[src/rtl/regfile_2r1w_param_if.sv]
// Register file access bundle: decode-side read addresses, writeback-side write
// port, bulk-clear request, and the registered read data / status returned.
interface regfile_2r1w_param_if #(
  parameter int DATA_W = 32,
  parameter int ADDR_W = 5
);
  logic              we;
  logic [ADDR_W-1:0] waddr;
  logic [DATA_W-1:0] wdata;
  logic [ADDR_W-1:0] raddr1;
  logic [ADDR_W-1:0] raddr2;
  logic              clr_req;
  logic [DATA_W-1:0] q1;
  logic [DATA_W-1:0] q2;
  logic              busy;
  logic              wr_err;

  modport master (
    output we, waddr, wdata, raddr1, raddr2, clr_req,
    input  q1, q2, busy, wr_err
  );

  modport slave (
    input  we, waddr, wdata, raddr1, raddr2, clr_req,
    output q1, q2, busy, wr_err
  );
endinterface

[src/rtl/regfile_2r1w_param.sv]
// Parametrised 2-read/1-write register file with registered write-first reads
// and a DEPTH-cycle bulk-clear sequencer. Define REGFILE_ZERO_REG_EN to hardwire entry 0 to zero.
module regfile_2r1w_param #(
  parameter int DATA_W = 32,
  parameter int ADDR_W = 5
) (
  input logic                  clk,
  input logic                  reset,
  regfile_2r1w_param_if.slave  bus
);
  localparam int unsigned      DEPTH = 1 << ADDR_W;
  localparam logic [ADDR_W:0]  LAST  = (ADDR_W+1)'(DEPTH - 1);
  localparam logic [ADDR_W:0]  ONE   = (ADDR_W+1)'(1);

`ifdef REGFILE_ZERO_REG_EN
  localparam bit ZERO_REG = 1'b1;
`else
  localparam bit ZERO_REG = 1'b0;
`endif

  typedef enum logic {IDLE, CLEAR} state_t;

  state_t            state, state_nxt;
  logic [ADDR_W:0]   cnt, cnt_nxt;
  logic [DATA_W-1:0] mem [DEPTH];
  logic [DATA_W-1:0] q1_r, q2_r;
  logic              wr_err_r;
  logic              wr_ok;
  logic              hit1, hit2;
  logic [DATA_W-1:0] rd1, rd2;

  // Entry 0 is never written in zero-register mode, so it stays at its reset
  // value and folds to a constant; reads and bypass of address 0 yield zero.
  assign wr_ok = (state == IDLE) && bus.we && !(ZERO_REG && (bus.waddr == '0));
  assign hit1  = wr_ok && (bus.waddr == bus.raddr1);
  assign hit2  = wr_ok && (bus.waddr == bus.raddr2);
  assign rd1   = hit1 ? bus.wdata : mem[bus.raddr1];
  assign rd2   = hit2 ? bus.wdata : mem[bus.raddr2];

  always_comb begin
    state_nxt = state;
    cnt_nxt   = cnt;
    unique case (state)
      IDLE: begin
        if (bus.clr_req) begin
          state_nxt = CLEAR;
          cnt_nxt   = '0;
        end
      end
      CLEAR: begin
        cnt_nxt = cnt + ONE;
        if (cnt == LAST) begin
          state_nxt = IDLE;
          cnt_nxt   = '0;
        end
      end
      default: begin
        state_nxt = IDLE;
        cnt_nxt   = '0;
      end
    endcase
  end

  always_ff @(posedge clk or negedge reset) begin
    if (!reset) begin
      state <= IDLE;
      cnt   <= '0;
    end else begin
      state <= state_nxt;
      cnt   <= cnt_nxt;
    end
  end

  always_ff @(posedge clk or negedge reset) begin
    if (!reset) begin
      mem <= '{default: '0};
    end else if (state == CLEAR) begin
      mem[cnt[ADDR_W-1:0]] <= '0;
    end else if (wr_ok) begin
      mem[bus.waddr] <= bus.wdata;
    end
  end

  always_ff @(posedge clk or negedge reset) begin
    if (!reset) begin
      q1_r     <= '0;
      q2_r     <= '0;
      wr_err_r <= 1'b0;
    end else if (state == CLEAR) begin
      q1_r     <= '0;
      q2_r     <= '0;
      wr_err_r <= bus.we;
    end else begin
      q1_r     <= rd1;
      q2_r     <= rd2;
      wr_err_r <= 1'b0;
    end
  end

  assign bus.q1     = q1_r;
  assign bus.q2     = q2_r;
  assign bus.busy   = (state == CLEAR);
  assign bus.wr_err = wr_err_r;
endmodule
[src/flat_wrapper.sv]
// flat-port wrapper written by rule: the top's interface ports become plain ports
module regfile_2r1w_param_flat 
#(
  parameter int DATA_W = 32,
  parameter int ADDR_W = 5
)
  (clk, reset, bus_we, bus_waddr, bus_wdata, bus_raddr1, bus_raddr2, bus_clr_req, bus_q1, bus_q2, bus_busy, bus_wr_err);
  regfile_2r1w_param_if #(.DATA_W(DATA_W), .ADDR_W(ADDR_W)) bus_i ();
  input logic clk;
  input logic reset;
  input wire logic [$bits(bus_i.we)-1:0] bus_we;
  input wire logic [$bits(bus_i.waddr)-1:0] bus_waddr;
  input wire logic [$bits(bus_i.wdata)-1:0] bus_wdata;
  input wire logic [$bits(bus_i.raddr1)-1:0] bus_raddr1;
  input wire logic [$bits(bus_i.raddr2)-1:0] bus_raddr2;
  input wire logic [$bits(bus_i.clr_req)-1:0] bus_clr_req;
  output wire logic [$bits(bus_i.q1)-1:0] bus_q1;
  output wire logic [$bits(bus_i.q2)-1:0] bus_q2;
  output wire logic [$bits(bus_i.busy)-1:0] bus_busy;
  output wire logic [$bits(bus_i.wr_err)-1:0] bus_wr_err;
  assign bus_i.we = bus_we;
  assign bus_i.waddr = bus_waddr;
  assign bus_i.wdata = bus_wdata;
  assign bus_i.raddr1 = bus_raddr1;
  assign bus_i.raddr2 = bus_raddr2;
  assign bus_i.clr_req = bus_clr_req;
  assign bus_q1 = bus_i.q1;
  assign bus_q2 = bus_i.q2;
  assign bus_busy = bus_i.busy;
  assign bus_wr_err = bus_i.wr_err;
  regfile_2r1w_param #(.DATA_W(DATA_W), .ADDR_W(ADDR_W)) u_core (.clk(clk), .reset(reset), .bus(bus_i));
endmodule
[config.mk]
export PLATFORM = sky130hd
export DESIGN_NAME = regfile_2r1w_param_flat
export DESIGN_NICKNAME = d
export VERILOG_FILES = /design/src/rtl/regfile_2r1w_param_if.sv /design/src/rtl/regfile_2r1w_param.sv /design/src/flat_wrapper.sv
export SDC_FILE = /design/constraint.sdc
export NUM_CORES = 2
export LEC_CHECK = 0
export CELL_PAD_IN_SITES_DETAIL_PLACEMENT = 1
export CELL_PAD_IN_SITES_GLOBAL_PLACEMENT = 2
export CORE_MARGIN = 5
export CORE_UTILIZATION = 45
export CTS_BUF_LIST = sky130_fd_sc_hd__clkbuf_4 sky130_fd_sc_hd__clkbuf_8 sky130_fd_sc_hd__clkbuf_16
export DETAILED_ROUTE_END_ITERATION = 6
export PLACE_DENSITY = 0.82
export SLEW_MARGIN = 20
export SYNTH_ARGS = -nofsm -noshare
export SYNTH_HDL_FRONTEND = slang
export SYNTH_SLANG_ARGS = --single-unit
[constraint.sdc]
create_clock -name clk -period 5.5 [get_ports clk]
set_input_delay 0.55 -clock clk [delete_from_list [all_inputs] [get_ports clk]]
set_output_delay 0.55 -clock clk [all_outputs]
set_load 0.02 [all_outputs]
==> flow_metrics.tcl <==
set metrics [dict create \
    synth-seq-cells 1096 \
    drc 0 \
    grt_antenna_before_repair 6 \
    timing.critical_path.mode_cell "buf_4" \
    top_level_ports 117 \
    hpwl_mm 137.8 \
    hp-class "in2async" \
    overflow 0 \
    syn_to_final_growth_pct 12.60 \
    cts-root-buf "clkbuf_16" \
    fin_crit_sh_pct 59.33 \
    coreArea_mm2 0.1254 \
    ys_seq_area_share_pct 48.34 \
    start_kind "flip-flop" \
    synthArstFlopShare_pct 100.0 \
    leakage_nw 28.49 \
    postLayoutCoreUtil_pct 50.95 \
    status "finished clean" \
    power.density_mw_per_mm2 321.9 \
    clkSinkCount 1096 \
    cts_htree_levels 3 \
    worstPathRequired_ps 6130 \
    die_x_um 365.1 \
    yosysWarnings 0 \
    cp_slowest_cell "and2_1" \
    grt_pass1_vias 47629 \
    hold_viol_final 0 \
    grt_use_total_pct 34.97 \
    portBuffers 116 \
    crit_family "buffers and inverters" \
    cp-end-kind "flip-flop" \
    clk_latency_ps 770 \
    maxCapViolCount 0 \
    via_per_inst 7.484 \
    grt_pass1_wl_mm 342.0 \
    grt_max_degree 140 \
    synth_edf_count 0 \
    ys_types 52 \
    cts_tree "built" \
    tightest_slew_ps 1293 \
    fin_nets 4415 \
    postRouteAntennaNets 0 \
    numCtsBuffers 118 \
    dieArea_mm2 0.1333 \
    max_slew_margin_pct 13.78 \
    avgSynthCellArea_um2 12.59 \
    clockBufferDepth 3 \
    crit_arrival_ps 3890 \
    setup_viol 0 \
    placementRows 130 \
    syn-num-nets 4560 \
    grt_setup_unrepaired "false" \
    path_cells "buf_4, and2_1, a21oi_4, buf_4, a22o_1" \
    wire_per_inst_um 38.54 \
    fin_tns_setup_ps 0 \
    syn_area_mm2 0.05674 \
    clkTransAtPathRegs_ps 70 \
    dr.pass1.iters 6 \
    synthFlopType "dfrtp_1" \
    drive_above_1_share_pct 17.78 \
    placed_cells 5889 \
    final-max-slew-violation-count 0 \
    drt-total-wl_mm 235.5 \
    period_needed_ps 3263 \
    gp_congestion 0.8862 \
    cp_num_buf_inv 2 \
    fmax_mhz 306.5 \
    routed-via-count 45735 \
    initial_utilization_pct 45.24 \
    critPathKind "reg2reg" \
    die_h_um 365.1 \
    fin_cells 6111 \
    ir_worst_vdd_v 0.0002429 \
    drt_iter0_drc 5566 \
    finalPower_mw 20.57 \
    skew_ps 32.44 \
    ctsResizeCount 0 \
    critPathMaxFanout 49 \
    cpPeakStageDelay_ps 940 \
    netlist_instances 4505 \
    fillers 12329 \
]
==> placed cells by master, fill, tap and decap left out, types with 34 or more instances in the layout <==
| cell | netlist | final |
|---|---|---|
| o21ai_0 | 116 | 114 |
| dfrtp_1 | 1096 | 1095 |
| a21oi_1 | 67 | 35 |
| buf_4 | 38 | 174 |
| clkdlybuf4s50_1 | 0 | 105 |
| mux2i_1 | 441 | 441 |
| nor2_4 | 0 | 34 |
| a221o_1 | 81 | 81 |
| nand4_1 | 34 | 34 |
| nor2_1 | 111 | 82 |
| a22o_1 | 1024 | 1024 |
| a221oi_1 | 105 | 105 |
| clkbuf_16 | 0 | 118 |
| nand3_1 | 74 | 73 |
| and3_1 | 70 | 69 |
| nand2_1 | 124 | 124 |
| mux4_2 | 282 | 282 |
==> what timing repair did <==
item                                    CTS  global route
hold endpoints to repair                 74             0
endpoints found under the setup margin    0             0
buffers inserted                          0             0
hold buffers                              1             0
==> per-layer routing <==
metal,GRT usage [%],vias up,routed length (um)
met5,0,-,23
met1,46.52,24512,92260
met3,10.82,682,26950
li1,-,17552,-
met4,16.06,4,12180
met2,52.79,2985,104100
==> kinds of logic after synthesis <==
group,count (synthesis),synth area share (%)
AO/OA/AOI/OAI,1513,22.08
flip-flops,1096,48.34
multiplexers,737,19.62
buffers and inverters,606,4.898
AND/OR/NAND/NOR,537,4.788
XOR/XNOR,12,0.1852
adder cells (fa/ha/maj),4,0.08821
==> path summary, 6_finish.rpt <==
check | from | endpoint | slack (ps) | cells after the start
min in group clk | bus_clr_req | u_core.bus.busy$_DFF_PN0_ | 480 | 3
hold reg to reg | u_core.cnt[5]$_DFFE_PN0P_ | u_core.cnt[5]$_DFFE_PN0P_ | 490 | 1
hold / removal | reset | u_core.mem[1003]$_DFFE_PN0P_ | 450 | 2
setup / recovery | u_core.bus.busy$_DFF_PN0_ | u_core.mem[586]$_DFFE_PN0P_ | 2240 | 5
max in group asynchronous | reset | u_core.bus.q2[22]$_DFF_PN0_ | 3650 | 3
setup reg to reg | u_core.bus.busy$_DFF_PN0_ | u_core.mem[586]$_DFFE_PN0P_ | 2240 | 5
==> sequential cells by signal (all words and copies together) (netlist names) <==
| register | cells |
|---|---|
| u_core.bus.q1 | 32 |
| u_core.bus.wr_err | 1 |
| u_core.cnt | 6 |
| u_core.bus.q2 | 32 |
| u_core.mem | 1024 |
| u_core.bus.busy | 1 |
==> Yosys cell counts, types with 2 or more instances <==
cell type     n  area share (%)
mux2i_1     441             7.8
and3_1       70            0.77
o31ai_1       6           0.079
clkbuf_1    406             2.7
and2_1        8           0.088
dfrtp_1    1096              48
or3_1        17            0.19
a221oi_1    105             1.6
buf_4        38            0.50
nand2_1     124            0.82
clkbuf_2      2           0.018
ha_1          4           0.088
nand3_1      74            0.65
o21ai_0     116             1.0
or3b_2        2           0.031
nand2b_1     21            0.23
mux4_1       14            0.65
xor2_1       10            0.15
and3b_1       4           0.062
a21o_1        2           0.026
nor3_1       19            0.17
nor2_1      111            0.73
a22oi_1      17            0.22
a211oi_1     12            0.16
buf_12        6            0.21
a21oi_1      67            0.59
o21a_1       22            0.29
nand3b_1     31            0.41
mux4_2      282              11
a311oi_1     32            0.49
inv_1        24            0.16
nand4_1      34            0.37
nor2_2        7           0.077
buf_6        14            0.28
a221o_1      81             1.4
buf_1        52            0.34
nor2b_1       7           0.077
a31oi_1      26            0.29
nor3b_1       4           0.053
buf_2        53            0.47
xnor2_1       2           0.031
a22o_1     1024              16
buf_8         8            0.21
clkinv_1      2           0.013
==> stage by stage <==
stage | hold WS [ps] | area, um^2 | setup slack, ps
after floorplan | 254.4 | 56740 | 3226
after global placement | 463.8 | 59680 | 1873
after detailed placement | 478.1 | 59750 | 1780
after CTS | 403.2 | 63890 | 2367
after global routing | 465.3 | 63890 | 2304
final | 448.3 | 63890 | 2237
==> cell type report <==
type	instances	area (um^2)	share of cell area [%]
Antenna cell	2	5.005	0.007833
Multi-Input combinational cell	2803	27190	42.56
Inverter	27	101.3	0.1586
Clock inverter	60	709.4	1.110
Sequential cell	1096	27430	42.93
Tap cell	1650	2064	3.231
Clock buffer	159	3411	5.339
Timing Repair Buffer	314	2983	4.669
==> power breakdown <==
part           total, mW  switching (mW)  internal [mW]
registers           8.76           0.351           8.41
logic               3.22            2.18           1.04
clock network       8.58            3.66           4.92
Power figures use the tool's default switching activity.
